==> src/rtl/lh_pkg.sv <==
// Shared types and constants for the light-hash message framer.
package lh_pkg;

    localparam logic [7:0] HEAD_BYTE = 8'hFF;
    localparam logic [7:0] TAIL_BYTE = 8'h00;

    // Payload byte ranges; 0xFF and 0x00 stay reserved for framing.
    localparam logic [7:0] LO_RANGE_MIN = 8'h20;
    localparam logic [7:0] LO_RANGE_MAX = 8'h7E;
    localparam logic [7:0] HI_RANGE_MIN = 8'hA1;
    localparam logic [7:0] HI_RANGE_MAX = 8'hFE;

    typedef struct packed {
        logic       last;
        logic       keep;
        logic [7:0] data;
    } fifo_entry_t;

    typedef enum logic [2:0] {
        IDLE,
        HEAD,
        GAP,
        BODY,
        TAIL,
        WAIT
    } framer_state_t;

    function automatic logic is_payload_byte(input logic [7:0] b);
        return ((b >= LO_RANGE_MIN) && (b <= LO_RANGE_MAX)) ||
               ((b >= HI_RANGE_MIN) && (b <= HI_RANGE_MAX));
    endfunction

endpackage

==> src/rtl/lh_byte_fifo.sv <==
// Synchronous show-ahead FIFO; rd_data always presents the oldest entry.
module lh_byte_fifo #(
    parameter int  DEPTH = 16,
    parameter type T     = logic [7:0]
) (
    input  logic clk,
    input  logic rst_n,
    input  logic push,
    input  T     wr_data,
    input  logic pop,
    output T     rd_data,
    output logic full,
    output logic empty
);

    localparam int            AW       = $clog2(DEPTH);
    localparam logic [AW:0]   FULL_CNT = (AW+1)'(DEPTH);

    T              mem [DEPTH];
    logic [AW-1:0] wr_ptr;
    logic [AW-1:0] rd_ptr;
    logic [AW:0]   count;
    logic          do_push;
    logic          do_pop;

    assign do_push = push && !full;
    assign do_pop  = pop && !empty;
    assign full    = (count == FULL_CNT);
    assign empty   = (count == '0);
    assign rd_data = mem[rd_ptr];

    // Storage array; contents are don't-care until written.
    always_ff @(posedge clk) begin
        if (do_push) mem[wr_ptr] <= wr_data;
    end

    // Pointers wrap naturally because DEPTH is a power of two.
    always_ff @(posedge clk) begin
        if (!rst_n) begin
            wr_ptr <= '0;
            rd_ptr <= '0;
            count  <= '0;
        end else begin
            if (do_push) wr_ptr <= wr_ptr + 1'b1;
            if (do_pop)  rd_ptr <= rd_ptr + 1'b1;
            case ({do_push, do_pop})
                2'b10:   count <= count + 1'b1;
                2'b01:   count <= count - 1'b1;
                default: count <= count;
            endcase
        end
    end

endmodule

==> src/rtl/lh_msg_framer.sv <==
// Framer feeding the light-hash core: buffers an upstream byte stream, drops
// non-payload bytes and replays each message as HEAD, payload..., TAIL with a
// programmable gap between message_valid pulses.
// Optional: define LH_FRAMER_DROP_CNT_EN to add a saturating drop_count output.
module lh_msg_framer
    import lh_pkg::*;
#(
    parameter int DEPTH      = 16,
    parameter int MAX_LEN    = 32,
    parameter int GAP_CYCLES = 2
) (
    input  logic        clk,
    input  logic        rst_n,
    input  logic [7:0]  s_byte,
    input  logic        s_valid,
    input  logic        s_last,
    output logic        s_ready,
    output logic [7:0]  m_byte,
    output logic        m_valid,
    input  logic        digest_ready,
    output logic        busy,
    output logic        err_invalid,
    output logic        truncated
`ifdef LH_FRAMER_DROP_CNT_EN
    ,
    output logic [15:0] drop_count
`endif
);

    localparam int            LW       = $clog2(MAX_LEN + 1);
    localparam int            GW       = $clog2(GAP_CYCLES + 1);
    localparam logic [LW-1:0] MAX_LEN_C = LW'(MAX_LEN);
    localparam logic [GW-1:0] GAP_LOAD  = GW'(GAP_CYCLES);
    localparam logic [GW-1:0] GAP_LAST  = GW'(1);

    fifo_entry_t   wr_entry;
    fifo_entry_t   rd_entry;
    logic          fifo_full;
    logic          fifo_empty;
    logic          fifo_push;
    logic          fifo_pop;
    logic          s_fire;
    logic          byte_ok;

    framer_state_t state_q, state_d;
    logic [GW-1:0] gap_q, gap_d;
    logic [LW-1:0] len_q, len_d;
    logic          trunc_q, trunc_d;
    logic          last_q, last_d;
    logic [7:0]    m_byte_d;
    logic          m_valid_d;
    logic          truncated_d;

    assign s_ready   = rst_n && !fifo_full;
    assign s_fire    = s_valid && s_ready;
    assign byte_ok   = is_payload_byte(s_byte);
    // An invalid final byte is still queued (keep=0) so the message terminates.
    assign fifo_push = s_fire && (byte_ok || s_last);

    // Build the FIFO entry; dropped payload is zeroed since it is never emitted.
    always_comb begin
        wr_entry      = '0;
        wr_entry.last = s_last;
        wr_entry.keep = byte_ok;
        wr_entry.data = byte_ok ? s_byte : 8'h00;
    end

    lh_byte_fifo #(
        .DEPTH (DEPTH),
        .T     (fifo_entry_t)
    ) u_fifo (
        .clk     (clk),
        .rst_n   (rst_n),
        .push    (fifo_push),
        .wr_data (wr_entry),
        .pop     (fifo_pop),
        .rd_data (rd_entry),
        .full    (fifo_full),
        .empty   (fifo_empty)
    );

    // Next-state and output decode. Output values are registered, so the
    // decision made in a cycle appears on the pins the following cycle. The
    // gap counter is loaded with the pulse and counts the pulse cycle itself,
    // giving GAP_CYCLES quiet cycles between pulses.
    always_comb begin
        state_d     = state_q;
        gap_d       = gap_q;
        len_d       = len_q;
        trunc_d     = trunc_q;
        last_d      = last_q;
        m_byte_d    = m_byte;
        m_valid_d   = 1'b0;
        truncated_d = 1'b0;
        fifo_pop    = 1'b0;
        case (state_q)
            IDLE: begin
                if (!fifo_empty) begin
                    state_d   = HEAD;
                    m_valid_d = 1'b1;
                    m_byte_d  = HEAD_BYTE;
                    gap_d     = GAP_LOAD;
                end
            end
            HEAD: begin
                len_d   = '0;
                trunc_d = 1'b0;
                last_d  = 1'b0;
                if (gap_q == GAP_LAST) begin
                    state_d = BODY;
                end else begin
                    gap_d   = gap_q - 1'b1;
                    state_d = GAP;
                end
            end
            GAP: begin
                if (gap_q == GAP_LAST) state_d = last_q ? TAIL : BODY;
                else                   gap_d   = gap_q - 1'b1;
            end
            BODY: begin
                if (!fifo_empty) begin
                    fifo_pop = 1'b1;
                    if (rd_entry.last) last_d = 1'b1;
                    if (rd_entry.keep && (len_q < MAX_LEN_C)) begin
                        m_valid_d = 1'b1;
                        m_byte_d  = rd_entry.data;
                        len_d     = len_q + 1'b1;
                        gap_d     = GAP_LOAD;
                        state_d   = GAP;
                    end else begin
                        if (rd_entry.keep) trunc_d = 1'b1;
                        if (rd_entry.last) state_d = TAIL;
                    end
                end
            end
            TAIL: begin
                m_valid_d   = 1'b1;
                m_byte_d    = TAIL_BYTE;
                truncated_d = trunc_q;
                trunc_d     = 1'b0;
                last_d      = 1'b0;
                state_d     = WAIT;
            end
            WAIT: begin
                if (digest_ready) state_d = IDLE;
            end
            default: state_d = IDLE;
        endcase
    end

    // State, counters and registered outputs; reset abandons any message.
    always_ff @(posedge clk) begin
        if (!rst_n) begin
            state_q     <= IDLE;
            gap_q       <= '0;
            len_q       <= '0;
            trunc_q     <= 1'b0;
            last_q      <= 1'b0;
            m_byte      <= 8'h00;
            m_valid     <= 1'b0;
            busy        <= 1'b0;
            err_invalid <= 1'b0;
            truncated   <= 1'b0;
        end else begin
            state_q     <= state_d;
            gap_q       <= gap_d;
            len_q       <= len_d;
            trunc_q     <= trunc_d;
            last_q      <= last_d;
            m_byte      <= m_byte_d;
            m_valid     <= m_valid_d;
            busy        <= (state_d != IDLE);
            err_invalid <= s_fire && !byte_ok;
            truncated   <= truncated_d;
        end
    end

`ifdef LH_FRAMER_DROP_CNT_EN
    logic        inv_drop;
    logic        trunc_drop;
    logic [16:0] drop_sum;

    assign inv_drop   = s_fire && !byte_ok;
    assign trunc_drop = (state_q == BODY) && !fifo_empty && rd_entry.keep &&
                        (len_q == MAX_LEN_C);
    assign drop_sum   = {1'b0, drop_count} + {16'd0, inv_drop} + {16'd0, trunc_drop};

    // Saturating count of dropped invalid and truncated bytes.
    always_ff @(posedge clk) begin
        if (!rst_n) drop_count <= '0;
        else        drop_count <= drop_sum[16] ? 16'hFFFF : drop_sum[15:0];
    end
`endif

endmodule

==> config.mk <==
export PLATFORM = sky130hd
export DESIGN_NAME = lh_msg_framer
export DESIGN_NICKNAME = d
export VERILOG_FILES = /design/src/rtl/lh_pkg.sv /design/src/rtl/lh_byte_fifo.sv /design/src/rtl/lh_msg_framer.sv
export SDC_FILE = /design/constraint.sdc
export NUM_CORES = 1
export LEC_CHECK = 0
export BUFFER_PORTS_ARGS = -buffer_cell sky130_fd_sc_hd__buf_2
export CELL_PAD_IN_SITES_DETAIL_PLACEMENT = 1
export CELL_PAD_IN_SITES_GLOBAL_PLACEMENT = 2
export CORE_ASPECT_RATIO = 0.9
export CORE_MARGIN = 1
export CORE_UTILIZATION = 40
export DETAILED_ROUTE_END_ITERATION = 6
export HOLD_SLACK_MARGIN = 0.03
export PLACE_DENSITY_LB_ADDON = 0.1
export SLEW_MARGIN = 20
export SYNTH_ARGS = -nofsm -noshare
export SYNTH_HDL_FRONTEND = slang
export SYNTH_SLANG_ARGS = --single-unit
==> constraint.sdc <==
create_clock -name clk -period 11.8 [get_ports clk]
set_input_delay 2.36 -clock clk [delete_from_list [all_inputs] [get_ports clk]]
set_output_delay 2.36 -clock clk [all_outputs]
set_load 0.01 [all_outputs]
=== Yosys cells after proc, flatten, opt, wreduce, memory -nomap -nowiden ===
Memory sizes are Yosys's and may differ from the RTL's. A register that Yosys moved wholly into a read port is not among the register bits.
Index checks and enable logic that the tools add are counted.

* Bits in registers: 38
* Output and inout port bits: 13
* Word-level logic and storage cells: 110
* Memories kept: 1
* Memory bits (writable): 160

* Multiplexer cells: 39
* Magnitude comparators: 5
* Reductions and logical operators: 30
* Add/sub/neg operators: 6
* Eq/ne operators: 16

{| class="wikitable"
|+ Memory list
! name !! depth !! width !! rd ports !! clocked after Yosys merged registers in !! write ports !! line !! text
|-
| u_fifo.mem || 16 || 10 || 1 || 1 || 1 || lh_byte_fifo.sv:19 || <nowiki>T mem [DEPTH];</nowiki>
|}

{| class="wikitable"
|+ Operators by type and width
! operator !! number
|-
| 8-bit 2-to-1 mux || 4
|-
| 8-bit case mux with 3 select lines || 1
|-
| 3-bit 2-to-1 mux || 7
|-
| 3-bit case mux with 6 select lines || 1
|-
| 2-bit != test (second input constant) || 7
|-
| 1-bit 2-to-1 mux || 12
|-
| 6-bit 2-to-1 mux || 2
|-
| 6-bit case mux with 2 select lines || 1
|-
| 5-bit case mux with 2 select lines || 1
|-
| 1-bit logical AND || 9
|-
| 3-bit nonzero test || 3
|-
| 4-bit by 1-bit adder with 4-bit output (second input constant) || 2
|-
| 8-bit by 6-bit >= comparator with 1-bit output (second input constant) || 1
|-
| 8-bit >= comparator (second input constant) || 1
|-
| 8-bit by 7-bit less-or-equal comparator with 1-bit output (second input constant) || 1
|-
| 8-bit less-or-equal comparator (second input constant) || 1
|-
| 2-bit 2-to-1 mux || 4
|-
| 4-bit 2-to-1 mux || 2
|-
| 4-bit AND reduction || 2
|-
| 6-bit by 1-bit adder with 6-bit output (second input constant) || 1
|-
| 3-bit by 2-bit == test with 1-bit output (second input constant) || 2
|-
| 3-bit == test (second input constant) || 2
|-
| 6-bit < comparator (second input constant) || 1
|-
| 2-bit case mux with 3 select lines || 1
|-
| other kinds (18) || 27
|}

=== Depth between registers and ports, before layout ===
Gate-level depths: netlist of the first run.

* Word-level depth: 8
* Mapped depth: 14
* Gate-level depth less buffers: 11

=== Hierarchy ===
Synthesis of the first run repeated with hierarchy kept, for this count alone.

* Cell total of the unflattened synthesis: 540
* Area total of the unflattened synthesis: 8,481.9 µm²

{| class="wikitable"
|+ Modules (own cells, without submodules)
! module !! area an instance (µm²) !! cells an instance !! instances
|-
| lh_byte_fifo || 7,116.8 || 379 || 1
|-
| lh_msg_framer || 1,365.1 || 161 || 1
|}

=== Worst setup path before layout of the first run ===
No wires, ideal clock.

* Path kind: input-to-reg
* Start point: input s_byte[4]
* End point: register u_fifo.count[3]
* Path buffers: 1
* Setup time: 0.076 ns
* Setup slack: 6.380 ns
* Arrival: 5.344 ns
* Cell stages on the path: 10
* Cell sequence: nand4_1 o21a_1 o311ai_1 buf_2 ha_1 or3b_2 a21boi_0 nor3_1 or3b_2 a21boi_0

* Word-level cells in the longest chain between the ends: 8
* Elaborated cells between the ends (all ways): 14
* Classes of those cells: order compare: 4; eq/ne: 2; mux: 1; reduce/logical: 7

{| class="wikitable"
|+ RTL lines
! element !! line !! text
|-
| from (decl) || lh_msg_framer.sv:14 || <nowiki>input logic [7:0] s_byte,</nowiki>
|-
| 8-bit by 6-bit >= comparator with 1-bit output, or another cell as far along || lh_pkg.sv:29 || <nowiki>return ((b >= LO_RANGE_MIN) && (b <= LO_RANGE_MAX)) ||</nowiki>
|-
| 1-bit logical AND (on tied branches) || lh_pkg.sv:29, lh_pkg.sv:30 ||
|-
| 1-bit logical OR * || lh_pkg.sv:29 ||
|-
| 1-bit logical OR * || lh_msg_framer.sv:58 || <nowiki>assign fifo_push = s_fire && (byte_ok || s_last);</nowiki>
|-
| 1-bit logical AND * || lh_msg_framer.sv:58 ||
|-
| 1-bit logical AND * || lh_byte_fifo.sv:26 || <nowiki>assign do_push = push && !full;</nowiki>
|-
| 2-bit by 1-bit == test with 1-bit output or 2-bit == test (tied branches) || lh_byte_fifo.sv:46 || <nowiki>case ({do_push, do_pop})</nowiki>
|-
| 5-bit case mux with 2 select lines or 2-bit nonzero test (tied branches) || n/a ||
|-
| to (signal assigned) || lh_byte_fifo.sv:47 || <nowiki>2'b10: count <= count + 1'b1;</nowiki>
|-
| to (signal assigned) || lh_byte_fifo.sv:48 || <nowiki>2'b01: count <= count - 1'b1;</nowiki>
|-
| to (signal assigned) || lh_byte_fifo.sv:49 || <nowiki>default: count <= count;</nowiki>
|-
| to (decl) || lh_byte_fifo.sv:22 || <nowiki>logic [AW:0] count;</nowiki>
|}

Mark *: on every way between the ends. The rest lies on a longest branch, timed or not.
A chain may end at the register's enable or synchronous reset.

=== Final worst setup path of the first run ===
* Start point: input rst_n
* End point: output s_ready

* Word-level cells in the longest chain between the ends: 1

{| class="wikitable"
|+ RTL lines
! element !! line !! text
|-
| from (decl) || lh_msg_framer.sv:13 || <nowiki>input logic rst_n,</nowiki>
|-
| 1-bit logical AND || lh_msg_framer.sv:54 || <nowiki>assign s_ready = rst_n && !fifo_full;</nowiki>
|-
| to (decl) || lh_msg_framer.sv:17 || <nowiki>output logic s_ready,</nowiki>
|}

Every way passes these cells.

==> metrics.cfg, run 1 <==
[yosys]
ys.flop_type = edfxtp_1
ys_seq_area_frac = 0.6688
synthArstFlopShare = 0
ys_seq_elements = 202
syn-mean-instance-area_um2 = 15.75
postSynthCellCount = 536
ys_warn_count = 0
ys_types = 54
synth_area_um2 = 8441
synth_edf_count = 160
synth_nets = 560

[cells_and_area]
post-route-util = 0.4623
final_common_cell = edfxtp_1
multi_input_area_um2 = 2640
antennaDiodeCount = 0
mostFrequentLayoutCells = edfxtp_1, dfxtp_1, mux4_2
final-seq-area_um2 = 5647
drive_above_1_share = 0.2220
layout.nets = 589
stdcell_count = 867
fillers = 2061
areaGrowthSynthToFinish_pct = 13.77
design_area_um2 = 9603

[timing]
holdWs_ns = 0.4507
drv_slew = 0
fin_crit_ns = 5.554
setup_viol = 0
rsz0062_at_grt = false
fmax_mhz = 180.0
fin_skew_ns = 0.01792
timing.final.ws_setup_ns = 6.246
setup-tns-final_ns = 0
min_period_over_period = 0.4707
relSlewSlack = 0.3683
tightestPinTransition_ns = 0.9436
hold_viol_final = 0

[route]
met3WireLength_um = 538
first_pass_iters = 6
wl_per_cell_um = 22.75
vias = 4716
met2_length_um = 8975
top_layer_used = met4
drt-total-wl_um = 19720
ant_nets = 0
initialDrtViolationCount = 330
route.detailed.drc = 0
viasPerCell = 5.439
wl_met1_um = 9880

[placed_design]
place_area_um2 = 8912
hpwl_um = 12430
dp.cells = 826
io_buffers = 25
gp_congestion = 0.7289
place_ws_ns = 6.233

[global_routing]
antenna_found_initial = 0
grt_start_max_net_pins = 37
grt_use_total = 0.1888
grt_pass1_wl_um = 30340
grt_pass1_vias = 4945
grt_overflow = 0

[clock_network]
post_cts_buffers = 0
cts_tree = yes
cts_max_level = 1
cts_sinks = 202
hold_buffers = 0
cts_resized = 0
clk_pin_slew_ns = 0.06
cts-root-buf = clkbuf_16
cts_buffers = 23
worstSkewPairLatency_ns = 0.51
cts_buffer_depth = 3

[worst_setup_path]
crit_fanout = 36
path_class = input port to output port
crit_arrival_ns = 3.19
cp-end-kind = output port
r2r_start = u_fifo.count[1]$_SDFFE_PN0P_
rr_endpoint = u_fifo.count[4]$_SDFFE_PN0P_
r2r_setup_slack_ns = 8.04
critPathLaunch = rst_n
start_kind = input port
crit_required_ns = 9.44
crit_end = s_ready
reg2reg_depth = 12

[floorplanning]
core_region_area_um2 = 20770
ios = 26
num_rows = 50
die-area_um2 = 21690
initial_core_util = 0.4064
die_w_um = 155.1
die_h_um = 139.8

[min_path]
hold_class = flop to flop

[pwr]
p_total_mw = 1.520
power.leakage_nw = 3.057
ir_worst_vdd_mv = 0.09488
p_per_area_nw_per_um2 = 158.3

[outcome]
status = complete, no violations

[job]
cap_violations = 0

-- final cells by class --
type / instances / area share
Sequential cell: 202 / 0.5880
Multi-Input combinational cell: 287 / 0.2749
Clock buffer: 29 / 0.06228
Tap cell: 286 / 0.03726
Timing Repair Buffer: 37 / 0.02241
Clock inverter: 12 / 0.009642
Inverter: 14 / 0.005472
-- synth_stat cells, types with 13 or more instances --
cell | n | area (um^2)
nor2_1 | 16 | 60.06
nand2_1 | 27 | 101.4
clkbuf_1 | 20 | 75.07
and2_1 | 18 | 112.6
edfxtp_1 | 160 | 4805
mux4_2 | 38 | 855.8
inv_1 | 13 | 48.80
nor2b_1 | 15 | 93.84
dfxtp_1 | 42 | 840.8
mux2i_1 | 13 | 130.1
-- worst max-delay path, cell delays in order --
cell	delay, ns
buf_2	0.08
buf_4	0.34
o21a_1	0.25
buf_2	0.16
-- layer usage --
layer | up-vias | track usage
met2 | 68 | 0.2926
met3 | 22 | 0.02460
met5 | - | 0
met4 | 0 | 0.04013
met1 | 2451 | 0.2838
li1 | 2175 | -
-- how the worst min path moves through the flow --
stage                          from              endpoint  slack [ns]  cells past startpoint
3_5_place_dp   trunc_q$_SDFFE_PN0P_  truncated$_SDFF_PN0_        0.45                      2
3_3_place_gp   trunc_q$_SDFFE_PN0P_  truncated$_SDFF_PN0_        0.44                      2
4_1_cts        trunc_q$_SDFFE_PN0P_  truncated$_SDFF_PN0_        0.46                      2
5_1_grt        trunc_q$_SDFFE_PN0P_  truncated$_SDFF_PN0_        0.46                      2
2_1_floorplan  trunc_q$_SDFFE_PN0P_  truncated$_SDFF_PN0_        0.41                      2
6_report       trunc_q$_SDFFE_PN0P_  truncated$_SDFF_PN0_        0.45                      2
-- flip-flops by register name, summed over array words and instances (netlist names), named ones only --
register and flops:
u_fifo.mem 160, m_byte 8, len_q 6, u_fifo.count 5, u_fifo.rd_ptr 4, u_fifo.wr_ptr 4
state_q 3, gap_q 2, busy 1, err_invalid 1, last_q 1, m_valid 1
trunc_q 1, truncated 1
-- power by group --
group,internal [mW],switching [mW],total (mW)
Sequential,0.781,0.00806,0.789
Clock,0.381,0.277,0.659
Combinational,0.0244,0.0476,0.0720
-- cell families (layout without fill, tap and decap cells) --
family / after synthesis / count (layout) / synth area share
xor gates and xnor gates: 8 / 8 / 0.008302
DFF: 202 / 202 / 0.6688
muxes: 52 / 52 / 0.1181
buffers and inverters: 47 / 92 / 0.02461
adders and majority gates: 11 / 11 / 0.01631
AOI/OAI and AO/OA: 89 / 89 / 0.08242
and+or+nand+nor: 127 / 127 / 0.08138
No activity file was read; power rests on OpenSTA's default activity.
==> inputs of run 2 (changes only) <==
==> constraint.sdc (replaced) <==
create_clock -name clk -period 5.65 [get_ports clk]
set_input_delay 1.13 -clock clk [delete_from_list [all_inputs] [get_ports clk]]
set_output_delay 1.13 -clock clk [all_outputs]
set_load 0.01 [all_outputs]
==> run 2 against run 1 <==
Effect of this change:
- flip-flop and latch count unchanged
- register-to-register slack got worse by 6.0 ns
- sequential power increased by 110%
- count of clock-buffer cells in the layout increased by 3
- sequential share of layout area decreased by 0.47 points
- critical endpoint is now u_fifo.count[3]$_SDFFE_PN0P_
- highest routed layer unchanged
==> metrics.cfg, run 2 (synthesis results as in run 1) <==
[worst_setup_path]
cp_cell_sequence = buf_2 -> nand4_1 -> o21a_1 -> o311ai_2 -> buf_4 -> ha_1 -> or3b_2 -> a21boi_0 -> nor3_1 -> or3b_2 -> a21boi_0
cp-end-kind = flop
crit_arrival_ns = 4.12
critical-path-top-delay-family = compound AO/OA/AOI/OAI gates
crit_required_ns = 6.08
slowest_delay_ns = 0.47
start_kind = input port
crit_fanout = 20
path_class = input port to flop
slowest_stage = or3b_2
cp_num_buf_inv = 2

[clock_network]
worstSkewPairLatency_ns = 0.51
clk_pin_slew_ns = 0.06
cts_buffers = 24
hold_buffers = 0
cts-root-buf = clkbuf_16
cts_tree = yes
cts_sinks = 202
post_cts_buffers = 0
cts_buffer_depth = 3
cts_max_level = 1
cts_resized = 0

[timing]
min_period_over_period = 0.6537
relSlewSlack = 0.2849
fmax_mhz = 270.7
timing.final.ws_setup_ns = 1.956
fin_crit_ns = 3.694
setup_viol = 0
drv_slew = 0
tightestPinTransition_ns = 1.065
setup-tns-final_ns = 0
hold_viol_final = 0
rsz0062_at_grt = false
fin_skew_ns = 0.01105

[route]
viasPerCell = 5.435
drt-total-wl_um = 19890
vias = 4739
first_pass_iters = 4
route.detailed.drc = 0
wl_per_cell_um = 22.81
ant_nets = 0
initialDrtViolationCount = 266

[outcome]
status = complete, no violations

[global_routing]
grt_pass1_wl_um = 30370
grt_use_total = 0.1896
grt_overflow = 0
grt_start_max_net_pins = 36
grt_pass1_vias = 5027
antenna_found_initial = 0

[pwr]
netSwitchingFraction = 0.2170
p_total_mw = 3.259
clkPwrFrac = 0.448
p_comb_frac = 0.046
intPower_mw = 2.552
ir_worst_vdd_mv = 0.1886
p_sw_mw = 0.7073
p_per_area_nw_per_um2 = 336.6
p_seq_frac = 0.506
power.leakage_nw = 3.103

[floorplanning]
initial_core_util = 0.4064
die_h_um = 139.8
num_rows = 50
ios = 26
die-area_um2 = 21690
die_w_um = 155.1
core_region_area_um2 = 20770

[cells_and_area]
mostFrequentLayoutCells = edfxtp_1, dfxtp_1, mux4_2
final_common_cell = edfxtp_1
layout.nets = 592
top_register = u_fifo.mem
largest_reg_flops = 160
top_regs = u_fifo.mem x160, m_byte x8, len_q x6
areaGrowthSynthToFinish_pct = 14.69
drive_above_1_share = 0.2321
antennaDiodeCount = 0
post-route-util = 0.4661

[placed_design]
gp_congestion = 0.7229
hpwl_um = 12810
place_ws_ns = 1.445
io_buffers = 25

[min_path]
hold_class = flop to flop

[job]
cap_violations = 0

-- run 2: cell types whose count changed in the layout (fill, tap and decap cells not counted) --
cell       change
clkinv_2       +3
buf_4          +2
clkbuf_16      +2
clkinv_1       -2
clkbuf_8       +1
inv_6          -1
-- run 2: final cells by class --
class / instances / area [um^2]
Multi-Input combinational cell: 287 / 2640
Clock inverter: 12 / 91.34
Clock buffer: 32 / 661.9
Fill cell: 2082 / 11090
Inverter: 14 / 52.55
Sequential cell: 202 / 5647
Timing Repair Buffer: 39 / 230.2
Tap cell: 286 / 357.8
-- run 2: power groups by stage --
stage	Combinational, mW	Sequential (mW)	Clock (mW)
final	0.151	1.65	1.46
after global routing	0.166	1.65	1.55
after CTS	0.153	1.65	1.49
after detailed placement	0.153	1.68	0
after global placement	0.146	1.68	0
after floorplan	0.0959	1.68	0
-- run 2: worst register-to-register path, stage by stage (launching register included) --
cell	delay (ns)
dfxtp_1	0.38
or4_1	0.70
o21a_1	0.33
o311ai_2	0.11
buf_4	0.32
ha_1	0.37
or3b_2	0.47
a21boi_0	0.23
nor3_1	0.07
or3b_2	0.43
a21boi_0	0.18
-- run 2: through the flow --
step | hold slack, ns | cells | instance area [um^2]
finish | 0.4534 | 872 | 9681
global route | 0.4925 | 872 | 9681
CTS | 0.4561 | 872 | 9681
detailed placement | 0.4472 | 828 | 8927
global placement | 0.4385 | 828 | 8927
floorplan | 0.4091 | 536 | 8441
-- run 2: final timing paths --
kind / startpoint / to / slack [ns] / cells past startpoint
setup / recovery: s_byte[4] / u_fifo.count[3]$_SDFFE_PN0P_ / 1.96 / 11
hold reg to reg: trunc_q$_SDFFE_PN0P_ / truncated$_SDFF_PN0_ / 0.45 / 2
setup reg to reg: u_fifo.count[1]$_SDFFE_PN0P_ / u_fifo.count[3]$_SDFFE_PN0P_ / 1.99 / 10
hold / removal: trunc_q$_SDFFE_PN0P_ / truncated$_SDFF_PN0_ / 0.45 / 2
-- run 2: routing by layer --
metal,part of all wire,GRT usage,vias to the layer above
met5,0,0,-
met4,0.018,0.04273,0
met3,0.033,0.02990,29
met2,0.46,0.3004,84
met1,0.49,0.2749,2447
li1,-,-,2179
